--- src/rtl/inv_aes_round_ctrl.sv ---
// Round sequencer for the iterative inverse AES-128 datapath: walks the initial
// AddRoundKey and ten inverse rounds, addressing the round-key store.
module inv_aes_round_ctrl #(
    parameter int NR = 10,
    parameter int KW = 4
) (
    input  logic          clk,
    input  logic          rst_n,
    input  logic          key_ready,
    input  logic          in_valid,
    output logic          in_ready,
    output logic          out_valid,
    input  logic          out_ready,
    output logic [KW-1:0] key_addr,
    output logic          dp_load,
    output logic          dp_round_en,
    output logic          dp_last,
    output logic          busy,
    output logic [KW-1:0] round
);

    typedef enum logic [2:0] {
        IDLE = 3'd0,
        LOAD = 3'd1,
        SUB  = 3'd2,
        ARK  = 3'd3,
        DONE = 3'd4
    } state_t;

    localparam logic [KW-1:0] NR_K   = KW'(NR);
    localparam logic [KW-1:0] ONE_K  = {{(KW-1){1'b0}}, 1'b1};
    localparam logic [KW-1:0] ZERO_K = {KW{1'b0}};

    state_t        state_r;
    state_t        state_s;
    logic [KW-1:0] round_r;
    logic [KW-1:0] round_s;

    logic          in_ready_r;
    logic          in_ready_s;
    logic          out_valid_r;
    logic          out_valid_s;
    logic          dp_load_r;
    logic          dp_load_s;
    logic          dp_round_en_r;
    logic          dp_round_en_s;
    logic          dp_last_r;
    logic          dp_last_s;
    logic          busy_r;
    logic          busy_s;
    logic [KW-1:0] key_addr_r;
    logic [KW-1:0] key_addr_s;

    // Next state and round counter; the counter stops at 0 instead of wrapping.
    always_comb begin
        state_s = IDLE;
        round_s = round_r;
        case (state_r)
            IDLE: begin
                if (in_valid && in_ready_r) begin
                    state_s = LOAD;
                    round_s = NR_K;
                end else begin
                    state_s = IDLE;
                end
            end
            LOAD: begin
                state_s = SUB;
                round_s = NR_K - ONE_K;
            end
            SUB: begin
                state_s = ARK;
            end
            ARK: begin
                if (round_r == ZERO_K) begin
                    state_s = DONE;
                end else begin
                    state_s = SUB;
                    round_s = round_r - ONE_K;
                end
            end
            DONE: begin
                // out_valid_r is high exactly in DONE, so out_ready alone completes the handshake
                if (out_ready) begin
                    state_s = IDLE;
                end else begin
                    state_s = DONE;
                end
            end
            default: begin
                state_s = IDLE;
                round_s = ZERO_K;
            end
        endcase
    end

    // Output decode from the next state so every output leaves a flop aligned with its state.
    always_comb begin
        in_ready_s    = 1'b0;
        out_valid_s   = 1'b0;
        dp_load_s     = 1'b0;
        dp_round_en_s = 1'b0;
        dp_last_s     = 1'b0;
        busy_s        = 1'b0;
        key_addr_s    = ZERO_K;
        case (state_s)
            IDLE: begin
                in_ready_s = key_ready;
            end
            LOAD: begin
                dp_load_s  = 1'b1;
                key_addr_s = NR_K;
                busy_s     = 1'b1;
            end
            SUB: begin
                key_addr_s = round_s;
                busy_s     = 1'b1;
            end
            ARK: begin
                dp_round_en_s = 1'b1;
                dp_last_s     = (round_s == ZERO_K);
                key_addr_s    = round_s;
                busy_s        = 1'b1;
            end
            DONE: begin
                out_valid_s = 1'b1;
                busy_s      = 1'b1;
            end
            default: begin
                in_ready_s = 1'b0;
            end
        endcase
    end

    // State, round counter and registered outputs.
    always_ff @(posedge clk or negedge rst_n) begin
        if (!rst_n) begin
            state_r       <= IDLE;
            round_r       <= ZERO_K;
            in_ready_r    <= 1'b0;
            out_valid_r   <= 1'b0;
            dp_load_r     <= 1'b0;
            dp_round_en_r <= 1'b0;
            dp_last_r     <= 1'b0;
            busy_r        <= 1'b0;
            key_addr_r    <= ZERO_K;
        end else begin
            state_r       <= state_s;
            round_r       <= round_s;
            in_ready_r    <= in_ready_s;
            out_valid_r   <= out_valid_s;
            dp_load_r     <= dp_load_s;
            dp_round_en_r <= dp_round_en_s;
            dp_last_r     <= dp_last_s;
            busy_r        <= busy_s;
            key_addr_r    <= key_addr_s;
        end
    end

    assign in_ready    = in_ready_r;
    assign out_valid   = out_valid_r;
    assign dp_load     = dp_load_r;
    assign dp_round_en = dp_round_en_r;
    assign dp_last     = dp_last_r;
    assign busy        = busy_r;
    assign key_addr    = key_addr_r;
    assign round       = round_r;

endmodule

--- config.mk ---
export PLATFORM = sky130hd
export DESIGN_NAME = inv_aes_round_ctrl
export DESIGN_NICKNAME = d
export VERILOG_FILES = /design/src/rtl/inv_aes_round_ctrl.sv
export SDC_FILE = /design/constraint.sdc
export NUM_CORES = 1
export LEC_CHECK = 0
export ABC_CLOCK_PERIOD_IN_PS = 2000
export CAP_MARGIN = 20
export CORE_UTILIZATION = 47
export DETAILED_ROUTE_END_ITERATION = 6
export PLACE_DENSITY = 0.76
export SKIP_CTS_REPAIR_TIMING = 1
export SLEW_MARGIN = 5
export SYNTH_ARGS = -nofsm -noshare
export SYNTH_HDL_FRONTEND = slang
export SYNTH_SLANG_ARGS = --single-unit
--- constraint.sdc ---
create_clock -name clk -period 2 [get_ports clk]
set_input_delay 0.3 -clock clk [delete_from_list [all_inputs] [get_ports clk]]
set_output_delay 0.3 -clock clk [all_outputs]
set_load 0.05 [all_outputs]
==> results of run 1 <==
==> cells by family (layout without fill, tap and decap cells) <==
family          after synthesis  count (layout)
simple gates                 27              27
compound gates               18              18
flops                        17              17
buf+inv                      10              30
fa+ha+maj                     1               1
xor+xnor                      1               1
==> area by class of cell <==
type	count	area (um2)	share of cell area
Clock buffer	3	22.5	0.0225
Inverter	7	26.3	0.0262
Clock inverter	1	5.00	0.00499
Tap cell	16	20.0	0.0200
Timing Repair Buffer	19	188	0.187
Multi-Input combinational cell	47	315	0.315
Sequential cell	17	425	0.424
==> worst max-delay path by stage <==
stage                                  start                end  slack (ns)  cells past startpoint
after floorplan           round[0]$_DFF_PN0_  dp_last$_DFF_PN0_        0.06                      6
after global placement    round[0]$_DFF_PN0_  dp_last$_DFF_PN0_        0.12                      6
after detailed placement            in_valid  dp_last$_DFF_PN0_        0.09                      5
after global routing      round[2]$_DFF_PN0_           round[2]        0.02                      1
after CTS                 round[0]$_DFF_PN0_  dp_last$_DFF_PN0_        0.04                      6
final                     round[3]$_DFF_PN0_           round[3]        0.07                      1
==> sequential cells by signal, indices dropped and copies added (netlist names) <==
signal	cells
key_addr	4
round	4
state_r	3
busy	1
dp_last	1
dp_load	1
dp_round_en	1
in_ready	1
out_valid	1
==> Yosys cell counts (all sizes together) <==
cell | count | area [um2]
nor4b | 1 | 15.0
nor3b | 1 | 12.5
nor2b | 2 | 12.5
o21ai | 4 | 20.0
nand2b | 3 | 18.8
o41a | 1 | 11.3
dfrtp | 17 | 425
o31a | 1 | 8.76
a221o | 1 | 10.0
and3b | 1 | 8.76
xor2 | 1 | 8.76
a22o | 1 | 8.76
nand3 | 1 | 5.00
nor3 | 1 | 5.00
nand3b | 3 | 22.5
or2 | 1 | 6.26
nand2 | 5 | 18.8
a31o | 1 | 8.76
ha | 1 | 12.5
o22a | 1 | 8.76
a211oi | 2 | 15.0
a21o | 2 | 15.0
buf | 3 | 21.3
inv | 7 | 26.3
nor2 | 6 | 22.5
and2 | 1 | 6.26
a21oi | 4 | 20.0
or4 | 1 | 7.51
==> metrics by stage <==
step                      cells  area, um2  hold slack (ns)   util
final                       110       1000            0.336  0.658
after global placement      106        968            0.643  0.635
after detailed placement    106        968            0.647  0.635
after floorplan              74        782          0.00441      -
after CTS                   110        996            0.349  0.654
after global routing        110       1000            0.366  0.658
==> layer usage <==
metal / GRT usage / share of wire
met5: 0 / 0
met4: 0.0563 / 0.0067
met3: 0.0383 / 0.043
met2: 0.282 / 0.47
met1: 0.264 / 0.48
==> impl_metrics.json, run 1 <==
{
  "status": "finished clean",
  "r2r_setup_slack_ns": 0.12,
  "critPathTopFamily": "buffers and inverters",
  "max_stage_delay_ns": 0.86,
  "synth.avg_cell_area_um2": 10.6,
  "antenna_found_initial": 0,
  "post-route-drc-count": 0,
  "finalMaxSlewViolations": 0,
  "fillers": 133,
  "vias": 591,
  "finClkSkew_ns": 0.00111,
  "ant_nets": 0,
  "max_cap_viol_count": 0,
  "final_cell_mix": "clkdlybuf4s50_1, dfrtp_1, inv_1",
  "fin_crit_sh": 0.967,
  "synth_top_family_by_area": "simple AND/OR/NAND/NOR gates",
  "synth.net_count": 80,
  "cp.arrival_ns": 1.63,
  "period_needed_ns": 1.93,
  "cp-end-kind": "primary output",
  "insertion_delay_ns": 0.28,
  "rsz0062_at_grt": "no",
  "path_buf_inv": 1,
  "areaGrowthSynthToFinish_pct": 28.2,
  "grt-ovfl-total": 0,
  "clock_sink_count": 17,
  "clock_path_buffers": 2,
  "r2r_end": "dp_last$_DFF_PN0_",
  "cts_root_buffer": "clkbuf_4",
  "pin_count": 19,
  "die_x_um": 42.8,
  "drive_above_1_share": 0.0957,
  "dr.first_iter.drc_count": 1,
  "cts_made_buffers": 3,
  "finalHoldViolations": 0,
  "crit_required_ns": 1.70,
  "clock.fmax_ghz": 0.517,
  "dp_slack_ns": 0.0945,
  "hpwl_um": 1090,
  "synth_compound_area_frac": 0.162,
  "start_kind": "flip-flop",
  "crit_slowest_cell": "clkdlybuf4s50_1",
  "synth-seq-cells": 17,
  "clk_pin_slew_ns": 0.10,
  "crit_chain": "clkdlybuf4s50_1",
  "grt_pass1_wl_um": 2570,
  "nets": 101,
  "seq_area_frac_synth": 0.544,
  "synthCells": 74,
  "setup_tns_ns": 0,
  "syn_area_um2": 782,
  "tritoncts": "built",
  "ff2ff_path_depth": 6,
  "grtUsageTotal": 0.185,
  "io_buffers": 18,
  "crit_fanout": 5,
  "synthAdderAreaFrac": 0.0160,
  "drt_pre_antenna_iters": 4,
  "layout.cells.most_common": "clkdlybuf4s50_1",
  "worst_slack_ns": 0.0650,
  "final-setup-viol-count": 0,
  "h-tree-depth": 1,
  "n_antenna_cell": 0,
  "path_class": "flip-flop to primary output",
  "vias_per_cell": 5.37,
  "start_util": 0.513,
  "dieArea_um2": 1830,
  "core_area_um2": 1520,
  "synth_cell_types": 29,
  "synth_xor_xnor_area_share": 0.0112,
  "row_count": 14,
  "yosysWarnings": 0,
  "die_h_um": 42.8,
  "hp-class": "primary input to async pin",
  "routabilityCongestion": 0.844,
  "wl_per_cell_um": 13.6,
  "muxShareOfSynthArea": 0,
  "grt_pass1_vias": 601,
  "grt_max_degree": 18,
  "synthSimpleGateAreaFrac": 0.206,
  "tightest_slew_ns": 0.500,
  "r2r-start": "round[0]$_DFF_PN0_",
  "wirelength_um": 1500,
  "slew_headroom": 0.666
}
Power of run 1 is not shown: default switching activity piles up to over one toggle a cycle in this logic, so the estimate is an artifact.
==> inputs of run 2 (changes only) <==
Settings changed: CORE_ASPECT_RATIO set to 0.9.
==> run 2 against run 1 <==
Effect of this change:
- critical path depth unchanged
- via count up 6.6%
- routed wire length up 16%
- final cell count up 7.3%
- sequential cell count unchanged
- first-iteration DRC count rose to 16 times the previous value
- clock-buffer cell count unchanged
- clock skew up 0.0012 ns
- register-to-register slack better by 0.03 ns
- sequential share of layout area down 1.0 points
- global-route usage up 3.0 points
- highest routed layer unchanged
==> impl_metrics.json, run 2 (synthesis results as in run 1) <==
{
  "fin_crit_sh": 0.978,
  "placed_area_um2": 983,
  "finalHoldViolations": 0,
  "path_class": "flip-flop to primary output",
  "n_antenna_cell": 0,
  "clock.fmax_ghz": 0.511,
  "finalMaxSlewViolations": 0,
  "tritoncts": "built",
  "wirelength_um": 1730,
  "hp-class": "primary input to async pin",
  "wl_per_cell_um": 14.7,
  "row_count": 13,
  "clock_sink_count": 17,
  "die_h_um": 40.7,
  "drt_pre_antenna_iters": 4,
  "final_cell_mix": "dfrtp_1, clkdlybuf4s50_1, inv_1",
  "vias_per_cell": 5.34,
  "finish.utilization": 0.686,
  "r2r-start": "round[1]$_DFF_PN0_",
  "slew_headroom": 0.658,
  "crit_required_ns": 1.70,
  "start_kind": "flip-flop",
  "pin_count": 19,
  "tightest_slew_ns": 0.511,
  "crit_fanout": 6,
  "ff2ff_path_depth": 6,
  "drive_above_1_share": 0.115,
  "clk_pin_slew_ns": 0.10,
  "antenna_found_initial": 0,
  "path_buf_inv": 1,
  "finalInstanceArea_um2": 1030,
  "hpwl_um": 1270,
  "crit_chain": "clkdlybuf4s50_1",
  "grt-ovfl-total": 0,
  "post-route-drc-count": 0,
  "cts_made_buffers": 3,
  "dr.first_iter.drc_count": 16,
  "h-tree-depth": 1,
  "vias": 630,
  "critPathTopFamily": "buffers and inverters",
  "status": "finished clean",
  "crit_slowest_cell": "clkdlybuf4s50_1",
  "routabilityCongestion": 0.938,
  "setup_tns_ns": 0,
  "areaGrowthSynthToFinish_pct": 31.4,
  "r2r_end": "dp_last$_DFF_PN0_",
  "rsz0062_at_grt": "no",
  "cp.arrival_ns": 1.66,
  "die_x_um": 45.0,
  "worst_slack_ns": 0.0431,
  "grt_pass1_wl_um": 2610,
  "final-setup-viol-count": 0,
  "grt_max_degree": 18,
  "clock_path_buffers": 2,
  "finClkSkew_ns": 0.00230,
  "dp_slack_ns": 0.0571,
  "r2r_setup_slack_ns": 0.15,
  "max_stage_delay_ns": 0.87,
  "core_area_um2": 1500,
  "cts_root_buffer": "clkbuf_4",
  "period_needed_ns": 1.96,
  "grt_pass1_vias": 569,
  "ant_nets": 0,
  "start_util": 0.523,
  "max_cap_viol_count": 0,
  "dieArea_um2": 1830,
  "insertion_delay_ns": 0.29,
  "cp-end-kind": "primary output",
  "grtUsageTotal": 0.214,
  "io_buffers": 18,
  "nets": 103
}
run 2: cell types whose count changed in the layout (fill, tap and decap cells not counted):
cell,before,now
buf_4,1,3
dlymetal6s2s_1,0,1
clkdlybuf4s50_1,18,17
run 2: how the worst max path moves through the flow:
stage / end / startpoint / cells past startpoint
finish: round[2] / round[2]$_DFF_PN0_ / 1
floorplan: dp_last$_DFF_PN0_ / round[0]$_DFF_PN0_ / 6
global placement: dp_last$_DFF_PN0_ / in_valid / 5
CTS: dp_last$_DFF_PN0_ / round[1]$_DFF_PN0_ / 6
global route: round[2] / round[2]$_DFF_PN0_ / 1
detailed placement: dp_last$_DFF_PN0_ / in_valid / 5
run 2: routing by layer:
layer | GRT usage | vias up | wire [um]
li1 | - | 299 | -
met3 | 0.0441 | 4 | 69
met5 | 0 | - | 0
met1 | 0.252 | 305 | 748
met4 | 0.121 | 0 | 30
met2 | 0.373 | 22 | 882
run 2: layout make-up:
class / instances / area (um2)
fillers: 149 / 469
clock buffers: 3 / 22.5
repair buffers: 21 / 205
clock inverters: 1 / 5.00
multi-input cells: 47 / 315
flip-flops and latches: 17 / 425
inverters: 7 / 26.3
well taps: 22 / 27.5
run 2: per-stage QoR:
step,cells,hold slack (ns)
after floorplan,74,0.00441
after global placement,113,0.641
after detailed placement,113,0.638
after CTS,117,0.320
after global routing,118,0.325
final,118,0.311
Power of run 2 is left out for the same reason.
==> inputs of run 3 (changes only) <==
Settings changed: CORE_UTILIZATION 47 to 40, PLACE_DENSITY 0.76 to 0.67.
==> run 3 against run 2 <==
Effect of this change:
- critical path depth is the same
- final cell count up 0.85%
- register-to-register slack got worse by 0.04 ns
==> impl_metrics.json, run 3 (synthesis results as in run 1) <==
{
  "status": "finished clean",
  "top_usage_layer": "met2",
  "start_kind": "flip-flop",
  "fillers": 160,
  "tightest_slew_ns": 0.506,
  "row_count": 14,
  "max_stage_delay_ns": 0.86,
  "drt_pre_antenna_iters": 4,
  "clock_path_buffers": 2,
  "grt-ovfl-total": 0,
  "period_needed_ns": 1.93,
  "tritoncts": "built",
  "insertion_delay_ns": 0.29,
  "crit_chain": "clkdlybuf4s50_1",
  "pin_count": 19,
  "areaGrowthSynthToFinish_pct": 30.4,
  "dr.first_iter.drc_count": 16,
  "nets": 102,
  "crit_fanout": 6,
  "cts_made_buffers": 3,
  "grt_pass1_vias": 598,
  "antenna_found_initial": 0,
  "max_cap_viol_count": 0,
  "grtUsageTotal": 0.177,
  "setup_tns_ns": 0,
  "hp-class": "primary input to async pin",
  "die_h_um": 43.9,
  "vias_per_cell": 5.27,
  "grtUsageMet1": 0.258,
  "cts_root_buffer": "clkbuf_4",
  "clock.fmax_ghz": 0.517,
  "cp-end-kind": "primary output",
  "start_util": 0.446,
  "clock_sink_count": 17,
  "met2_usage": 0.272,
  "io_buffers": 18,
  "clk_pin_slew_ns": 0.10,
  "post-route-drc-count": 0,
  "routabilityCongestion": 0.863,
  "fin_crit_sh": 0.966,
  "drive_above_1_share": 0.105,
  "hpwl_um": 1120,
  "critPathTopFamily": "buffers and inverters",
  "final-setup-viol-count": 0,
  "grt_max_degree": 18,
  "cp.arrival_ns": 1.63,
  "layout.cells.most_common": "clkdlybuf4s50_1",
  "grt_pass1_wl_um": 2800,
  "dieArea_um2": 2140,
  "ant_nets": 0,
  "h-tree-depth": 1,
  "path_class": "flip-flop to primary output",
  "core_area_um2": 1750,
  "finalMaxSlewViolations": 0,
  "wirelength_um": 1610,
  "path_buf_inv": 1,
  "slew_headroom": 0.662,
  "die_x_um": 48.6,
  "finClkSkew_ns": 0.00224,
  "rsz0062_at_grt": "no",
  "n_antenna_cell": 0,
  "crit_slowest_cell": "clkdlybuf4s50_1",
  "crit_required_ns": 1.70,
  "finalHoldViolations": 0,
  "vias": 627,
  "grt_util_met3": 0.0316,
  "wl_per_cell_um": 13.5,
  "final_cell_mix": "clkdlybuf4s50_1, dfrtp_1, inv_1"
}
-- run 3: metal layers --
layer  wire length, um  vias to the layer above  part of all wire
met3               101                        4             0.063
met2               700                       32              0.44
met1               776                      293              0.48
li1                  -                      298                 -
met5                 0                        -                 0
met4                27                        0             0.017
-- run 3: worst paths after layout --
kind | startpoint | endpoint | slack (ns) | cells after the start
max | round[2]$_DFF_PN0_ | round[2] | 0.07 | 1
min | rst_n | in_ready$_DFF_PN0_ | 0.32 | 2
max reg2reg | round[1]$_DFF_PN0_ | dp_last$_DFF_PN0_ | 0.11 | 6
min reg2reg | round[2]$_DFF_PN0_ | round[2]$_DFF_PN0_ | 0.73 | 1
max in group asynchronous | rst_n | dp_last$_DFF_PN0_ | 1.50 | 2
min in group clk | key_ready | in_ready$_DFF_PN0_ | 0.54 | 3
-- run 3: layout make-up --
class                      count  area [um2]  area share
tap                           24        30.0      0.0294
inverter                       7        26.3      0.0258
clock buffer                   3        22.5      0.0221
timing repair buffer          20         195       0.191
clock inverter                 1        5.00     0.00491
sequential                    17         425       0.417
multi-input combinational     47         315       0.309
-- run 3: per-stage QoR --
step	hold slack (ns)	utilization	cell area [um2]	std cells	worst slack [ns]
3_5_place_dp	0.639	0.563	986	115	0.104
3_3_place_gp	0.642	0.563	986	115	0.138
5_1_grt	0.326	0.582	1020	119	0.0138
6_report	0.316	0.582	1020	119	0.0672
4_1_cts	0.327	0.579	1010	119	0.0594
2_1_floorplan	0.00441	-	782	74	0.0638
Power of run 3 is left out for the same reason.
